`src/rtl/mvm_pkg.sv`:
```
// Shared types and helpers for the matrix-vector multiply engine.
// The accumulator saturation path is selected with the MVM_SATURATE_EN macro.
package mvm_pkg;

    typedef enum logic [1:0] {
        ST_IDLE,
        ST_LOAD,
        ST_MAC,
        ST_DONE
    } state_t;

    // Width needed to hold acc + product without losing the carry used for clamping.
    function automatic int unsigned ACC_W(input int unsigned dw, input int unsigned out_w);
        return (((2 * dw) > out_w) ? (2 * dw) : out_w) + 1;
    endfunction

endpackage

```
`src/rtl/mvm_fifo.sv`:
```
// Operand buffer: synchronous FIFO with registered read data, full/empty flags,
// a synchronous flush and simultaneous push/pop.
module mvm_fifo #(
    parameter int unsigned DEPTH = 8,
    parameter int unsigned WIDTH = 8
) (
    input  logic             clk,
    input  logic             rst_n,
    input  logic             clr_i,
    input  logic             push_i,
    input  logic             pop_i,
    input  logic [WIDTH-1:0] data_i,
    output logic [WIDTH-1:0] data_o,
    output logic             full_o,
    output logic             empty_o
);

    localparam int unsigned PW = (DEPTH > 1) ? $clog2(DEPTH) : 1;
    localparam int unsigned CW = $clog2(DEPTH + 1);

    logic [WIDTH-1:0] mem_q [DEPTH];
    logic [PW-1:0]    wr_ptr_q, wr_ptr_d;
    logic [PW-1:0]    rd_ptr_q, rd_ptr_d;
    logic [CW-1:0]    cnt_q, cnt_d;
    logic [WIDTH-1:0] dout_q, dout_d;
    logic             do_push, do_pop;

    function automatic logic [PW-1:0] ptr_inc(input logic [PW-1:0] p);
        return (p == PW'(DEPTH - 1)) ? '0 : p + 1'b1;
    endfunction

    always_comb begin
        do_pop   = pop_i && (cnt_q != '0) && !clr_i;
        // A pop in the same cycle frees the slot, so a full buffer can still accept data.
        do_push  = push_i && ((cnt_q != CW'(DEPTH)) || do_pop) && !clr_i;
        wr_ptr_d = do_push ? ptr_inc(wr_ptr_q) : wr_ptr_q;
        rd_ptr_d = do_pop ? ptr_inc(rd_ptr_q) : rd_ptr_q;
        cnt_d    = cnt_q + CW'(do_push) - CW'(do_pop);
        dout_d   = do_pop ? mem_q[rd_ptr_q] : dout_q;
        if (clr_i) begin
            wr_ptr_d = '0;
            rd_ptr_d = '0;
            cnt_d    = '0;
            dout_d   = '0;
        end
    end

    always_ff @(posedge clk or negedge rst_n) begin
        if (!rst_n) begin
            wr_ptr_q <= '0;
            rd_ptr_q <= '0;
            cnt_q    <= '0;
            dout_q   <= '0;
        end else begin
            wr_ptr_q <= wr_ptr_d;
            rd_ptr_q <= rd_ptr_d;
            cnt_q    <= cnt_d;
            dout_q   <= dout_d;
        end
    end

    always_ff @(posedge clk) begin
        if (do_push) begin
            mem_q[wr_ptr_q] <= data_i;
        end
    end

    assign data_o  = dout_q;
    assign full_o  = (cnt_q == CW'(DEPTH));
    assign empty_o = (cnt_q == '0);

endmodule

```
`src/rtl/mvm_engine.sv`:
```
// Matrix-vector multiply engine: buffers A rows and vector B, then MACs c = A*B.
// Define MVM_SATURATE_EN to clamp accumulators and report ovf instead of wrapping.
module mvm_engine
    import mvm_pkg::*;
#(
    parameter int unsigned ROWS  = 8,
    parameter int unsigned COLS  = 8,
    parameter int unsigned DW    = 8,
    parameter int unsigned OUT_W = 24
) (
    input  logic                      clk,
    input  logic                      rst_n,
    input  logic                      start,
    input  logic                      clr,
    input  logic                      wr_en,
    input  logic [$clog2(ROWS+1)-1:0] wr_sel,
    input  logic [DW-1:0]             wr_data,
    output logic [ROWS:0]             full,
    output logic                      busy,
    output logic                      done,
    output logic                      err,
    output logic                      ovf,
    output logic [ROWS*OUT_W-1:0]     c
);

    localparam int unsigned SEL_W  = $clog2(ROWS + 1);
    localparam int unsigned CNT_W  = $clog2(COLS + 1);
    localparam int unsigned PROD_W = 2 * DW;

    state_t            state_q, state_d;
    logic [CNT_W-1:0]  cnt_q, cnt_d;
    logic [OUT_W-1:0]  acc_q [ROWS];
    logic [OUT_W-1:0]  acc_d [ROWS];
    logic [OUT_W-1:0]  c_q   [ROWS];
    logic [OUT_W-1:0]  c_d   [ROWS];
    logic              err_q, err_d;
    logic [ROWS:0]     push, buf_empty;
    logic [DW-1:0]     buf_dout [ROWS+1];
    logic              pop_all, buf_clr;
    logic              start_job, add_en, last_mac;
    logic              sel_full, sel_valid, wr_ok;
    logic [PROD_W-1:0] prod;

    genvar g;
    generate
        for (g = 0; g <= ROWS; g++) begin : g_buf
            mvm_fifo #(
                .DEPTH(COLS),
                .WIDTH(DW)
            ) u_fifo (
                .clk    (clk),
                .rst_n  (rst_n),
                .clr_i  (buf_clr),
                .push_i (push[g]),
                .pop_i  (pop_all),
                .data_i (wr_data),
                .data_o (buf_dout[g]),
                .full_o (full[g]),
                .empty_o(buf_empty[g])
            );
        end
    endgenerate

    // MAC pops for COLS cycles; FIFO read data lags a cycle, so adds run at cnt 1..COLS.
    always_comb begin
        state_d   = state_q;
        cnt_d     = cnt_q;
        buf_clr   = 1'b0;
        pop_all   = 1'b0;
        start_job = 1'b0;
        add_en    = 1'b0;
        last_mac  = 1'b0;
        unique case (state_q)
            ST_IDLE: begin
                if (start) begin
                    state_d   = ST_LOAD;
                    buf_clr   = 1'b1;
                    start_job = 1'b1;
                end
            end
            ST_LOAD: begin
                cnt_d = '0;
                if (&full) begin
                    state_d = ST_MAC;
                end
            end
            ST_MAC: begin
                pop_all = (cnt_q < CNT_W'(COLS)) && !(|buf_empty);
                add_en  = (cnt_q != '0);
                cnt_d   = cnt_q + 1'b1;
                if (cnt_q == CNT_W'(COLS)) begin
                    last_mac = 1'b1;
                    state_d  = ST_DONE;
                end
            end
            ST_DONE: state_d = ST_IDLE;
            default: state_d = ST_IDLE;
        endcase
        if (clr) begin
            state_d   = ST_IDLE;
            cnt_d     = '0;
            buf_clr   = 1'b1;
            pop_all   = 1'b0;
            start_job = 1'b0;
            add_en    = 1'b0;
            last_mac  = 1'b0;
        end
    end

    always_comb begin
        sel_full  = 1'b0;
        push      = '0;
        sel_valid = (wr_sel <= SEL_W'(ROWS));
        for (int unsigned i = 0; i <= ROWS; i++) begin
            if (wr_sel == SEL_W'(i)) sel_full = full[i];
        end
        wr_ok = wr_en && !clr && (state_q == ST_LOAD) && sel_valid && !sel_full;
        for (int unsigned i = 0; i <= ROWS; i++) begin
            push[i] = wr_ok && (wr_sel == SEL_W'(i));
        end
        err_d = start_job ? 1'b0 : err_q;
        if (wr_en && !clr && !wr_ok) err_d = 1'b1;
    end

`ifdef MVM_SATURATE_EN
    localparam int unsigned SUM_W = ACC_W(DW, OUT_W);
    logic             ovf_q, ovf_d;
    logic [SUM_W-1:0] sum;
`endif

    always_comb begin
        prod = '0;
        for (int unsigned r = 0; r < ROWS; r++) begin
            acc_d[r] = acc_q[r];
            c_d[r]   = c_q[r];
        end
`ifdef MVM_SATURATE_EN
        ovf_d = ovf_q;
        sum   = '0;
`endif
        if (start_job) begin
            for (int unsigned r = 0; r < ROWS; r++) acc_d[r] = '0;
`ifdef MVM_SATURATE_EN
            ovf_d = 1'b0;
`endif
        end
        if (add_en) begin
            for (int unsigned r = 0; r < ROWS; r++) begin
                prod = PROD_W'(buf_dout[r]) * PROD_W'(buf_dout[ROWS]);
`ifdef MVM_SATURATE_EN
                sum = SUM_W'(acc_q[r]) + SUM_W'(prod);
                if (sum[SUM_W-1:OUT_W] != '0) begin
                    acc_d[r] = '1;
                    ovf_d    = 1'b1;
                end else begin
                    acc_d[r] = sum[OUT_W-1:0];
                end
`else
                acc_d[r] = acc_q[r] + OUT_W'(prod);
`endif
            end
        end
        // Results publish on the DONE entry edge so c is valid while done is high.
        if (last_mac) begin
            for (int unsigned r = 0; r < ROWS; r++) c_d[r] = acc_d[r];
        end
        if (clr) begin
            for (int unsigned r = 0; r < ROWS; r++) begin
                acc_d[r] = '0;
                c_d[r]   = '0;
            end
        end
    end

    always_ff @(posedge clk or negedge rst_n) begin
        if (!rst_n) begin
            state_q <= ST_IDLE;
            cnt_q   <= '0;
            err_q   <= 1'b0;
            for (int unsigned r = 0; r < ROWS; r++) begin
                acc_q[r] <= '0;
                c_q[r]   <= '0;
            end
        end else begin
            state_q <= state_d;
            cnt_q   <= cnt_d;
            err_q   <= err_d;
            for (int unsigned r = 0; r < ROWS; r++) begin
                acc_q[r] <= acc_d[r];
                c_q[r]   <= c_d[r];
            end
        end
    end

`ifdef MVM_SATURATE_EN
    always_ff @(posedge clk or negedge rst_n) begin
        if (!rst_n) ovf_q <= 1'b0;
        else        ovf_q <= ovf_d;
    end
    assign ovf = ovf_q;
`else
    assign ovf = 1'b0;
`endif

    always_comb begin
        for (int unsigned r = 0; r < ROWS; r++) begin
            c[r*OUT_W +: OUT_W] = c_q[r];
        end
    end

    assign busy = (state_q == ST_LOAD) || (state_q == ST_MAC);
    assign done = (state_q == ST_DONE);
    assign err  = err_q;

endmodule

```
`config.mk`:
```
export PLATFORM = sky130hd
export DESIGN_NAME = mvm_engine
export DESIGN_NICKNAME = d
export VERILOG_FILES = /design/src/rtl/mvm_pkg.sv /design/src/rtl/mvm_fifo.sv /design/src/rtl/mvm_engine.sv
export SDC_FILE = /design/constraint.sdc
export NUM_CORES = 2
export LEC_CHECK = 0
export CAP_MARGIN = 0
export CORE_MARGIN = 2
export CORE_UTILIZATION = 35
export CTS_BUF_LIST = sky130_fd_sc_hd__clkbuf_16
export DETAILED_ROUTE_END_ITERATION = 10
export GPL_ROUTABILITY_DRIVEN = 1
export PLACE_DENSITY = 0.55
export SLEW_MARGIN = 40
export SYNTH_ARGS = -nofsm -noshare
export SYNTH_HDL_FRONTEND = slang
export SYNTH_SLANG_ARGS = --single-unit
```
`constraint.sdc`:
```
create_clock -name clk -period 5.8 [get_ports clk]
set_input_delay 0.87 -clock clk [delete_from_list [all_inputs] [get_ports clk]]
set_output_delay 0.87 -clock clk [all_outputs]
set_load 0.01 [all_outputs]
```
==> summary.txt <==
Run status
  – Status: completed

Logic synthesis
  – Post-synthesis xor/xnor area fraction: under 10%
  – Simple-Gate Fraction of Synth Area: 11.9%
  – Compound-gate portion of the synthesized area: 7.93%
  – Ys async rst share: 49.0%
  – Synth cell types: between 80 and 90
  – Post-synth EDFFs: 576
  – Synth area leader: edfxtp_1
  – Syn_nets: ~6900
  – Main combinational cell family by area after synthesis: adder cells
  – Adder-cell share of the synthesized area: 19.8%
  – Synth top area cells: edfxtp_1 (25%), dfrtp_1 (20%), fa_1 (12%)
  – Mapped Area: 68200 um^2
  – Dominant synthesized flop cell: edfxtp_1
  – Cell count after synthesis: between 6000 and 7000
  – Synth Warn #: 0
  – FF+latch count, synth: about 1100
  – Yosys top cell area share: 25.3%
  – Mean Syn Cell Area: 11.3 um^2
  – Mux cell area share after synthesis: under 10%
  – Sequential fraction of the synthesis area: 45.6%

Timing
  – Setup TNS: 0 ps
  – Relative slew slack: approximately 41%
  – Fin Hold WS: 300 ps
  – Tcrit/Tclk final: 93.9%
  – Slew Limit Fails: 0
  – Final worst setup slack: 351 ps
  – Hold Vio Cnt, Final: 0
  – Worst-Margin Slew: between 800 and 900 ps
  – RSZ-0062 raised after global routing: false
  – Fin crit period: 5450 ps
  – Fmax: ~180 MHz
  – Clock Skews: around 60 ps
  – Final setup violating endpoints: 0

Floorplan
  – Number of cell rows: 162
  – Die X: 446 um
  – Core Region: 194000 um^2
  – I/O pin count: 222
  – Die H: 446 um
  – Initial core utilization: between 30% and 40%
  – Die area: 198000 um^2

Power and ir drop
  – Sw Pwr: ~4400 uW
  – Gate power share: between 5 and 6%
  – Power, Total: 17800 uW
  – Static Leak: 0.0340 uW
  – Worst VDD drop: 258 uV
  – Reg power frac: approximately 48%
  – Sw Share: between 20 and 25%
  – Internal cell power: 13400 uW
  – PD cells: between 200 and 250 nW/um^2
  – Clock Power Share: a little under half

Setup path
  – CP Max Fanout: 20
  – Req. time, crit path: 6500 ps
  – Slowest cell delay on critical path: 630 ps
  – Startpoint type of the worst setup path: register
  – CP cell instances: buf_4 -> and2_1 -> fa_1 -> fa_1 -> inv_1 -> fa_1 -> fa_1 -> inv_1 -> ha_1 -> a21o_1 -> a221o_1 -> a2111oi_0 -> a21oi_1 -> nand4_1 -> mux2_2 -> a211oi_1
  – Crit path max-delay cell type: dfrtp_4
  – CP top delay family: adder cells
  – Kind of critical path: reg2reg
  – CP Capture Type: register
  – Crit path top cell by count: fa_1
  – Crit path buf inv count: 3
  – CP arrival: 6150 ps

Drt
  – DR WL/cell: about 21 um
  – DR pass1 iterations: 7
  – Routed vias: 45100
  – Routed Antenna Nets: 0
  – Drt drc: 0
  – Via/cell ratio: slightly above 5
  – Post-Route WL: around 190000 um
  – DR iter-0 viols: 2570

Cells and area
  – Post-Layout Cell Count: 8914
  – Syn-to-layout area delta: 14.9%
  – Share of layout cells above drive strength 1: 9.84%
  – Multi-input gate area: 32700 um^2
  – Register area: 31200 um^2
  – # fillers: 18500
  – Final net count: ~7100
  – Most frequent cells in the layout: inv_1 (895), nand2_1 (586), edfxtp_1 (576)
  – Commonest non-fill, non-tap cell in the layout: inv_1

Clock network
  – H-tree levels: 4
  – Clock sinks: between 1000 and 1500
  – Clock transition at the registers of the reported paths: 60 ps
  – Clk_lat worst skew: 810 ps
  – Max Root-Sink Buffers: 3
  – TritonCTS Buffers: roughly 130
  – Clk root buf: clkbuf_16
  – TritonCTS clock tree: yes

Global routing
  – Global-route wire length before repair: roughly 290000 um
  – Number of global-route vias before repair: 47400
  – GR Util All Layers: 18.9%
  – Overflow after GRT: 0
  – GR Layer Usage met1: 24.2%
  – Largest net degree at the start of global routing: about 160
  – Initial antenna violation count: 2
  – GR peak layer: met2
  – Met3 GRT Util: roughly 2.3%
  – Grt met2 use: 33.0%

Job
  – Maxcap violations: 0

Placement
  – Placer congestion estimate: 0.875
  – DPL Wire Length: 133000 um
  – Dpl cells: just under 9000
  – Buffers on Ports: 220
  – Setup WS pre-CTS: 290 ps

Min path
  – Type of the worst min-delay path: in2reg
## state kept, by name, summed over array words and instances (netlist names)
signal and cells:
g_buf.u_fifo.rd_ptr_q 27, acc_q 192, g_buf.u_fifo.cnt_q 36, cnt_q 4
g_buf.u_fifo.wr_ptr_q 27, err 1, c 192, g_buf.u_fifo.data_o 72
g_buf.u_fifo.mem_q 576, state_q 2
## cells by family after synthesis
family / after synthesis
AND/OR/NAND/NOR: 1743
buffers and inverters: 1179
flip-flops: 1129
adder cells (fa/ha/maj): 834
AO/OA/AOI/OAI: 795
multiplexers: 262
XOR/XNOR: 117
other: 1
## worst paths after layout
path / from / to / slack, ps / cells past startpoint
setup reg to reg: g_buf[8].u_fifo.data_o[7]$_DFFE_PN0P_ / c[141]$_DFFE_PN0P_ / 350 / 16
min in group asynchronous: rst_n / c[76]$_DFFE_PN0P_ / 530 / 2
hold reg to reg: c[110]$_DFFE_PN0P_ / c[110]$_DFFE_PN0P_ / 470 / 2
setup / recovery: g_buf[8].u_fifo.data_o[7]$_DFFE_PN0P_ / c[141]$_DFFE_PN0P_ / 350 / 16
max in group asynchronous: rst_n / g_buf[0].u_fifo.rd_ptr_q[1]$_DFFE_PN0P_ / 3810 / 4
hold / removal: clr / cnt_q[2]$_DFFE_PN0P_ / 300 / 2
## metrics by stage
step | utilization [%] | area [um^2]
2_1_floorplan | - | 68200
3_3_place_gp | 38.0 | 73800
3_5_place_dp | 38.0 | 74000
4_1_cts | 40.3 | 78300
5_1_grt | 40.3 | 78400
6_report | 40.3 | 78400
## worst register-to-register path, delay by kind of cell, from the launching register on
family	cells	cell delay, ps
adder cells (fa/ha/maj)	5	2190
AND/OR/NAND/NOR	2	330
multiplexers	1	350
flip-flops	1	630
buffers and inverters	3	430
AO/OA/AOI/OAI	5	1410
## power by group through the flow
stage	logic, uW	clock network, uW	registers, uW
5_1_grt	1040	8820	8570
2_1_floorplan	370	0	8710
3_3_place_gp	954	0	8730
3_5_place_dp	972	0	8730
4_1_cts	973	8500	8570
6_report	951	8290	8560
## Yosys cell counts (all sizes together), types with 89 or more instances
cell    count
a21oi     156
nand2     590
fa        409
mux4      144
nor2      458
o21ai     154
xnor2      89
clkbuf    222
nand3     158
edfxtp    576
a211oi    123
buf        89
ha        425
dfrtp     553
inv       868
and2      309
## per-layer routing
metal	vias up	share of wire (%)
met5	-	0
met4	0	3.6
met3	294	3.1
li1	20900	-
met2	846	50
met1	23100	43
## final cells by class
class / instances / share of cell area (%)
Clock buffer: 135 / 4.31
Multi-Input combinational cell: 3752 / 41.7
Inverter: 868 / 4.15
Antenna cell: 2 / 0.00638
Timing Repair Buffer: 379 / 4.82
Clock inverter: 107 / 1.22
Sequential cell: 1129 / 39.7
Tap cell: 2542 / 4.06
## what timing repair did
item	4_1_cts	5_1_grt
endpoints found under the setup margin	0	6
resized for setup	0	2
hold buffers	0	1
endpoints found under the hold margin	0	21
setup buffers	0	0
Note: power is estimated with default switching activity, not from simulation.
